### config.mk
export PLATFORM = sky130hd
export DESIGN_NAME = instr_prefetch_queue_flat
export DESIGN_NICKNAME = d
export VERILOG_FILES = /design/src/rtl/instr_prefetch_queue_if.sv /design/src/rtl/instr_prefetch_queue.sv /design/src/flat_wrapper.sv
export SDC_FILE = /design/constraint.sdc
export NUM_CORES = 1
export LEC_CHECK = 0
export CAP_MARGIN = 20
export CORE_AREA = 2 2 207 209
export CTS_BUF_LIST = sky130_fd_sc_hd__clkbuf_8
export CTS_CLUSTER_DIAMETER = 120
export DETAILED_ROUTE_END_ITERATION = 16
export DIE_AREA = 0 0 209 211
export PLACE_DENSITY = 0.59
export SKIP_CTS_REPAIR_TIMING = 1
export SLEW_MARGIN = 20
export SYNTH_ARGS = -nofsm -noshare
export SYNTH_HDL_FRONTEND = slang
export SYNTH_SLANG_ARGS = --single-unit
export TNS_END_PERCENT = 1
### constraint.sdc
create_clock -name clk_i -period 7.05 [get_ports clk_i]
set_input_delay 2.115 -clock clk_i [delete_from_list [all_inputs] [get_ports clk_i]]
set_output_delay 2.115 -clock clk_i [all_outputs]
set_load 0.01 [all_outputs]
### src/rtl/instr_prefetch_queue_if.sv
// Fetch-side bundle: the instruction-memory handshake and the IF/ID valid/ready port.
// The prefetch queue uses the master modport; memory and the pipeline sit on the slave side.
interface instr_prefetch_queue_if;
    logic        mem_req;
    logic [31:0] mem_addr;
    logic        mem_gnt;
    logic        mem_rvalid;
    logic [31:0] mem_rdata;
    logic        instr_valid;
    logic        instr_ready;
    logic [31:0] instr;
    logic [31:0] pc;
    logic [31:0] pcn;

    modport master (
        output mem_req, mem_addr, instr_valid, instr, pc, pcn,
        input  mem_gnt, mem_rvalid, mem_rdata, instr_ready
    );

    modport slave (
        input  mem_req, mem_addr, instr_valid, instr, pc, pcn,
        output mem_gnt, mem_rvalid, mem_rdata, instr_ready
    );
endinterface

### src/rtl/instr_prefetch_queue.sv
// Sequential instruction prefetcher with a small FIFO ahead of IF/ID; redirects flush everything.
// Define PFQ_BYPASS_EN to forward a response straight to IF/ID when the FIFO is empty.
module instr_prefetch_queue #(
    parameter int          DEPTH    = 4,
    parameter logic [31:0] RESET_PC = 32'h0000_0000
) (
    input  logic        clk_i,
    input  logic        rst_n,
    input  logic        redirect_i,
    input  logic [31:0] redirect_pc_i,
    instr_prefetch_queue_if.master bus
);
    localparam int PW = $clog2(DEPTH);
    localparam int CW = PW + 1;
    localparam logic [CW-1:0] FULL = CW'(DEPTH);

    typedef enum logic [1:0] {IDLE, REQ, WAIT, DISCARD} state_t;

    state_t         state;
    logic [31:0]    fetch_pc;
    logic [31:0]    req_pc;
    logic [31:0]    instr_q [DEPTH];
    logic [31:0]    pc_q    [DEPTH];
    logic [PW-1:0]  wr_ptr;
    logic [PW-1:0]  rd_ptr;
    logic [CW-1:0]  count;
    logic [CW-1:0]  count_after;
    logic           head_valid;
    logic           bypass;
    logic           push;
    logic           pop;
    logic [31:0]    head_pc;

    always_comb begin
        head_valid = (count != '0);
`ifdef PFQ_BYPASS_EN
        bypass = !head_valid && (state == WAIT) && bus.mem_rvalid && bus.instr_ready && !redirect_i;
`else
        bypass = 1'b0;
`endif
        push        = (state == WAIT) && bus.mem_rvalid && !redirect_i && !bypass;
        pop         = head_valid && bus.instr_ready && !redirect_i;
        count_after = count + CW'(push) - CW'(pop);
    end

    assign head_pc          = bypass ? req_pc : pc_q[rd_ptr];
    assign bus.mem_req      = (state == REQ);
    assign bus.mem_addr     = fetch_pc;
    assign bus.instr_valid  = (head_valid | bypass) & ~redirect_i;
    assign bus.instr        = bypass ? bus.mem_rdata : instr_q[rd_ptr];
    assign bus.pc           = head_pc;
    assign bus.pcn          = head_pc + 32'd4;

    always_ff @(posedge clk_i or negedge rst_n) begin
        if (!rst_n) begin
            state    <= IDLE;
            fetch_pc <= RESET_PC;
            req_pc   <= '0;
            wr_ptr   <= '0;
            rd_ptr   <= '0;
            count    <= '0;
            for (int i = 0; i < DEPTH; i++) begin
                instr_q[i] <= '0;
                pc_q[i]    <= '0;
            end
        end else if (redirect_i) begin
            fetch_pc <= redirect_pc_i & ~32'h3;
            wr_ptr   <= '0;
            rd_ptr   <= '0;
            count    <= '0;
            // A request already granted must still have its response swallowed.
            unique case (state)
                REQ:     state <= bus.mem_gnt    ? DISCARD : REQ;
                WAIT:    state <= bus.mem_rvalid ? REQ     : DISCARD;
                DISCARD: state <= bus.mem_rvalid ? REQ     : DISCARD;
                default: state <= REQ;
            endcase
        end else begin
            if (push) begin
                instr_q[wr_ptr] <= bus.mem_rdata;
                pc_q[wr_ptr]    <= req_pc;
                wr_ptr          <= wr_ptr + 1'b1;
            end
            if (pop) rd_ptr <= rd_ptr + 1'b1;
            count <= count_after;
            unique case (state)
                IDLE: if (count < FULL) state <= REQ;
                REQ: if (bus.mem_gnt) begin
                    state    <= WAIT;
                    req_pc   <= fetch_pc;
                    fetch_pc <= fetch_pc + 32'd4;
                end
                WAIT:    if (bus.mem_rvalid) state <= (count_after < FULL) ? REQ : IDLE;
                DISCARD: if (bus.mem_rvalid) state <= REQ;
                default: state <= IDLE;
            endcase
        end
    end

    a_no_overflow: assert property (@(posedge clk_i) disable iff (!rst_n)
        !(push && !pop && count == FULL));

endmodule

### src/flat_wrapper.sv
// flat-port wrapper written by rule: the top's interface ports become plain ports
module instr_prefetch_queue_flat 
#(
    parameter int          DEPTH    = 4,
    parameter logic [31:0] RESET_PC = 32'h0000_0000
)
  (clk_i, rst_n, redirect_i, redirect_pc_i, bus_mem_req, bus_mem_addr, bus_instr_valid, bus_instr, bus_pc, bus_pcn, bus_mem_gnt, bus_mem_rvalid, bus_mem_rdata, bus_instr_ready);
  instr_prefetch_queue_if bus_i ();
  input  logic clk_i;
  input  logic rst_n;
  input  logic redirect_i;
  input  logic [31:0] redirect_pc_i;
  output wire logic [$bits(bus_i.mem_req)-1:0] bus_mem_req;
  output wire logic [$bits(bus_i.mem_addr)-1:0] bus_mem_addr;
  output wire logic [$bits(bus_i.instr_valid)-1:0] bus_instr_valid;
  output wire logic [$bits(bus_i.instr)-1:0] bus_instr;
  output wire logic [$bits(bus_i.pc)-1:0] bus_pc;
  output wire logic [$bits(bus_i.pcn)-1:0] bus_pcn;
  input wire logic [$bits(bus_i.mem_gnt)-1:0] bus_mem_gnt;
  input wire logic [$bits(bus_i.mem_rvalid)-1:0] bus_mem_rvalid;
  input wire logic [$bits(bus_i.mem_rdata)-1:0] bus_mem_rdata;
  input wire logic [$bits(bus_i.instr_ready)-1:0] bus_instr_ready;
  assign bus_mem_req = bus_i.mem_req;
  assign bus_mem_addr = bus_i.mem_addr;
  assign bus_instr_valid = bus_i.instr_valid;
  assign bus_instr = bus_i.instr;
  assign bus_pc = bus_i.pc;
  assign bus_pcn = bus_i.pcn;
  assign bus_i.mem_gnt = bus_mem_gnt;
  assign bus_i.mem_rvalid = bus_mem_rvalid;
  assign bus_i.mem_rdata = bus_mem_rdata;
  assign bus_i.instr_ready = bus_instr_ready;
  instr_prefetch_queue #(.DEPTH(DEPTH), .RESET_PC(RESET_PC)) u_core (.clk_i(clk_i), .rst_n(rst_n), .redirect_i(redirect_i), .redirect_pc_i(redirect_pc_i), .bus(bus_i));
endmodule
==> flow_metrics.env <==
export IMPL_port_buffers=191
export IMPL_synthFlopType="dfrtp_1"
export IMPL_ys_seq_area_frac=0.547
export IMPL_grt_max_degree=91
export IMPL_first_iter_violations=376
export IMPL_crit_type="reg -> out"
export IMPL_vias=8939
export IMPL_die_h_um=211
export IMPL_synth_edf_count=0
export IMPL_holdCritPathClass="reg -> reg"
export IMPL_core_um2=41800
export IMPL_status="finished clean"
export IMPL_clkSinkCount=317
export IMPL_antenna_left=0
export IMPL_path_max_fanout=45
export IMPL_drc=0
export IMPL_setup_tns_ps=0
export IMPL_ys_top_cells_by_area="dfrtp_1 (55%), mux2_2 (22%), mux4_2 (9.6%)"
export IMPL_synth_top_area_cell="dfrtp_1"
export IMPL_final_util=0.433
export IMPL_async_flop_share=1.00
export IMPL_post_dp_cell_area_um2=17000
export IMPL_drt_wl_total_mm=35.8
export IMPL_setup_viol=0
export IMPL_regToRegSetupSlack_ps=4110
export IMPL_fin_skew_ps=17.3
export IMPL_start_kind="flop"
export IMPL_place_inst=1692
export IMPL_synth_top_area_frac=0.547
export IMPL_gp_congestion=0.804
export IMPL_grt_pass1_wl_mm=56.6
export IMPL_yosys_warnings=0
export IMPL_fin_area_um2=18100
export IMPL_grt_use_total=0.166
export IMPL_ioPinCount=200
export IMPL_drive_above_1_share=0.361
export IMPL_area_growth_pct=24.7
export IMPL_synthCells=1003
export IMPL_hold_viol_final=0
export IMPL_cts_tree="built"
export IMPL_avgSynthCellArea_um2=14.5
export IMPL_finalCritPeriodShare=0.878
export IMPL_clk_pin_slew_ps=60
export IMPL_fmax_mhz=162
export IMPL_rsz0062_at_grt="false"
export IMPL_antenna_found_initial=4
export IMPL_drtPass1Iterations=4
export IMPL_cp_arrival_ps=4070
export IMPL_die_w_um=209
export IMPL_fin_crit_ps=6190
export IMPL_irDropWorstVdd_v=0.000166
export IMPL_clk_path_buf_depth=3
export IMPL_cts_made_buffers=54
export IMPL_powerDensity_nw_per_um2=319
export IMPL_die_area_um2=44100
export IMPL_start_util=0.347
export IMPL_slew_headroom=0.334
export IMPL_synthesis_area_um2=14500
export IMPL_dp_hpwl_mm=23.4
export IMPL_grt_pass1_vias=9655
export IMPL_maxCapViolations=0
export IMPL_routedWlPerCell_um=20.0
export IMPL_synth_seq_cells=317
export IMPL_cts_htree_levels=2
export IMPL_endpoint_kind="output pin"
export IMPL_root_buffer="clkbuf_8"
export IMPL_rows=75
export IMPL_hold_ws_ps=499
export IMPL_clkLatencyLatePin_ps=590
export IMPL_slew_viol_final=0
export IMPL_stdcell_count=1791
export IMPL_fin_nets=1289
export IMPL_grt_ovfl_total=0
export IMPL_crit_required_ps=4930
export IMPL_worstMarginPinSlew_ps=999
export IMPL_yosysUniqueCellTypes=40
export IMPL_vias_per_cell=4.99
export IMPL_power_leakage_nw=8.23
==> critical path, cell delays in order, from the launching register on <==
cell and delay, ps:
dfrtp_4 700, buf_4 850, mux4_2 710, and4_1 270, and3_1 180, nand3_1 90
xnor2_1 120, clkdlybuf4s50_1 550
==> state kept, by name (all words and copies together), names as in the netlist <==
register	cells
u_core.req_pc	30
u_core.rd_ptr	2
u_core.wr_ptr	2
u_core.instr_q	128
u_core.count	3
u_core.pc_q	120
u_core.state	2
u_core.bus.mem_addr	30
==> through the flow <==
| stage | setup slack (ps) | power, mW |
|---|---|---|
| after global placement | 1340 | 4.17 |
| after floorplan | 2190 | 3.26 |
| after detailed placement | 1350 | 4.20 |
| final | 864 | 5.77 |
| after global routing | 518 | 6.09 |
| after CTS | 704 | 5.87 |
==> cells in the final DEF, fill, tap and decap left out, drive strengths merged, types with 2 or more instances in the layout <==
| cell type | count |
|---|---|
| nor3 | 12 |
| mux2 | 279 |
| o21ai | 29 |
| or2 | 2 |
| and4 | 2 |
| nand3b | 2 |
| buf | 15 |
| inv | 29 |
| nand2 | 44 |
| xnor2 | 43 |
| and3 | 12 |
| clkbuf | 71 |
| nor2 | 26 |
| o31ai | 3 |
| nor2b | 2 |
| nand4 | 16 |
| a31oi | 5 |
| clkinv | 11 |
| and2 | 5 |
| dfrtp | 317 |
| or4 | 5 |
| nand3 | 27 |
| nor4 | 6 |
| clkdlybuf4s50 | 189 |
| or3 | 2 |
| xor2 | 14 |
| ha | 8 |
| mux2i | 2 |
| mux4 | 62 |
| conb | 6 |
==> routing by layer <==
layer	up-vias	GRT usage	wire, µm
met4	8	0.0461	743
met2	184	0.276	17300
met1	4583	0.214	15500
li1	4096	-	-
met5	-	0	55
met3	68	0.0440	2150
==> area by class of cell <==
cell class / count / area, µm²
Inverter: 14 / 52.6
Fill cell: 3840 / 23700
Timing Repair Buffer: 204 / 2030
Antenna cell: 1 / 2.50
Clock buffer: 71 / 977
Clock inverter: 26 / 111
Multi-Input combinational cell: 619 / 6310
Sequential cell: 317 / 7940
Tap cell: 539 / 674
==> power by group <==
group / internal (mW) / switching [mW] / leakage, nW / total (mW)
registers: 2.09 / 0.267 / 4.24 / 2.36
clock network: 0.896 / 0.737 / 0.633 / 1.63
logic: 1.05 / 0.727 / 3.36 / 1.78
total: 4.04 / 1.73 / 8.23 / 5.77
==> worst paths after layout <==
| kind | start | end | depth (start not counted) |
|---|---|---|---|
| worst min-delay path | u_core.instr_q[58]$_DFFE_PN0P_ | u_core.instr_q[58]$_DFFE_PN0P_ | 1 |
| min in group asynchronous | rst_n | u_core.req_pc[3]$_DFFE_PN0P_ | 1 |
| worst max register to register | u_core.state[0]$_DFFE_PN0P_ | u_core.instr_q[8]$_DFFE_PN0P_ | 5 |
| worst min register to register | u_core.instr_q[58]$_DFFE_PN0P_ | u_core.instr_q[58]$_DFFE_PN0P_ | 1 |
| worst max-delay path | u_core.rd_ptr[0]$_DFFE_PN0P_ | bus_pcn[27] | 7 |
| max in group asynchronous | rst_n | u_core.rd_ptr[0]$_DFFE_PN0P_ | 2 |
==> cells in the mapped netlist (2+ instances only) <==
cell      instances
dfrtp_1         317
mux2_2          279
mux4_2           62
nand2_1          44
xnor2_1          43
clkbuf_1         36
o21ai_0          29
nand3_1          27
nor2_1           26
nand4_1          15
inv_1            14
xor2_1           14
and3_1           12
nor3_1           12
buf_4            11
ha_1              8
buf_2             6
a31oi_1           5
buf_1             5
nor4_1            5
and2_1            3
o31ai_1           3
or4_1             3
and2_0            2
and4_1            2
mux2i_1           2
nand3b_1          2
nor2b_1           2
or3_1             2
or4_4             2
==> cells by family after synthesis <==
family | after synthesis | synth area share
xor+xnor | 57 | 0.0344
other cells | 1 | 0.000258
simple gates | 166 | 0.0599
mux | 343 | 0.314
fa+ha+maj | 9 | 0.00828
flops | 317 | 0.547
compound gates | 38 | 0.0142
buf+inv | 72 | 0.0220
(Power assumes the default switching activity.)
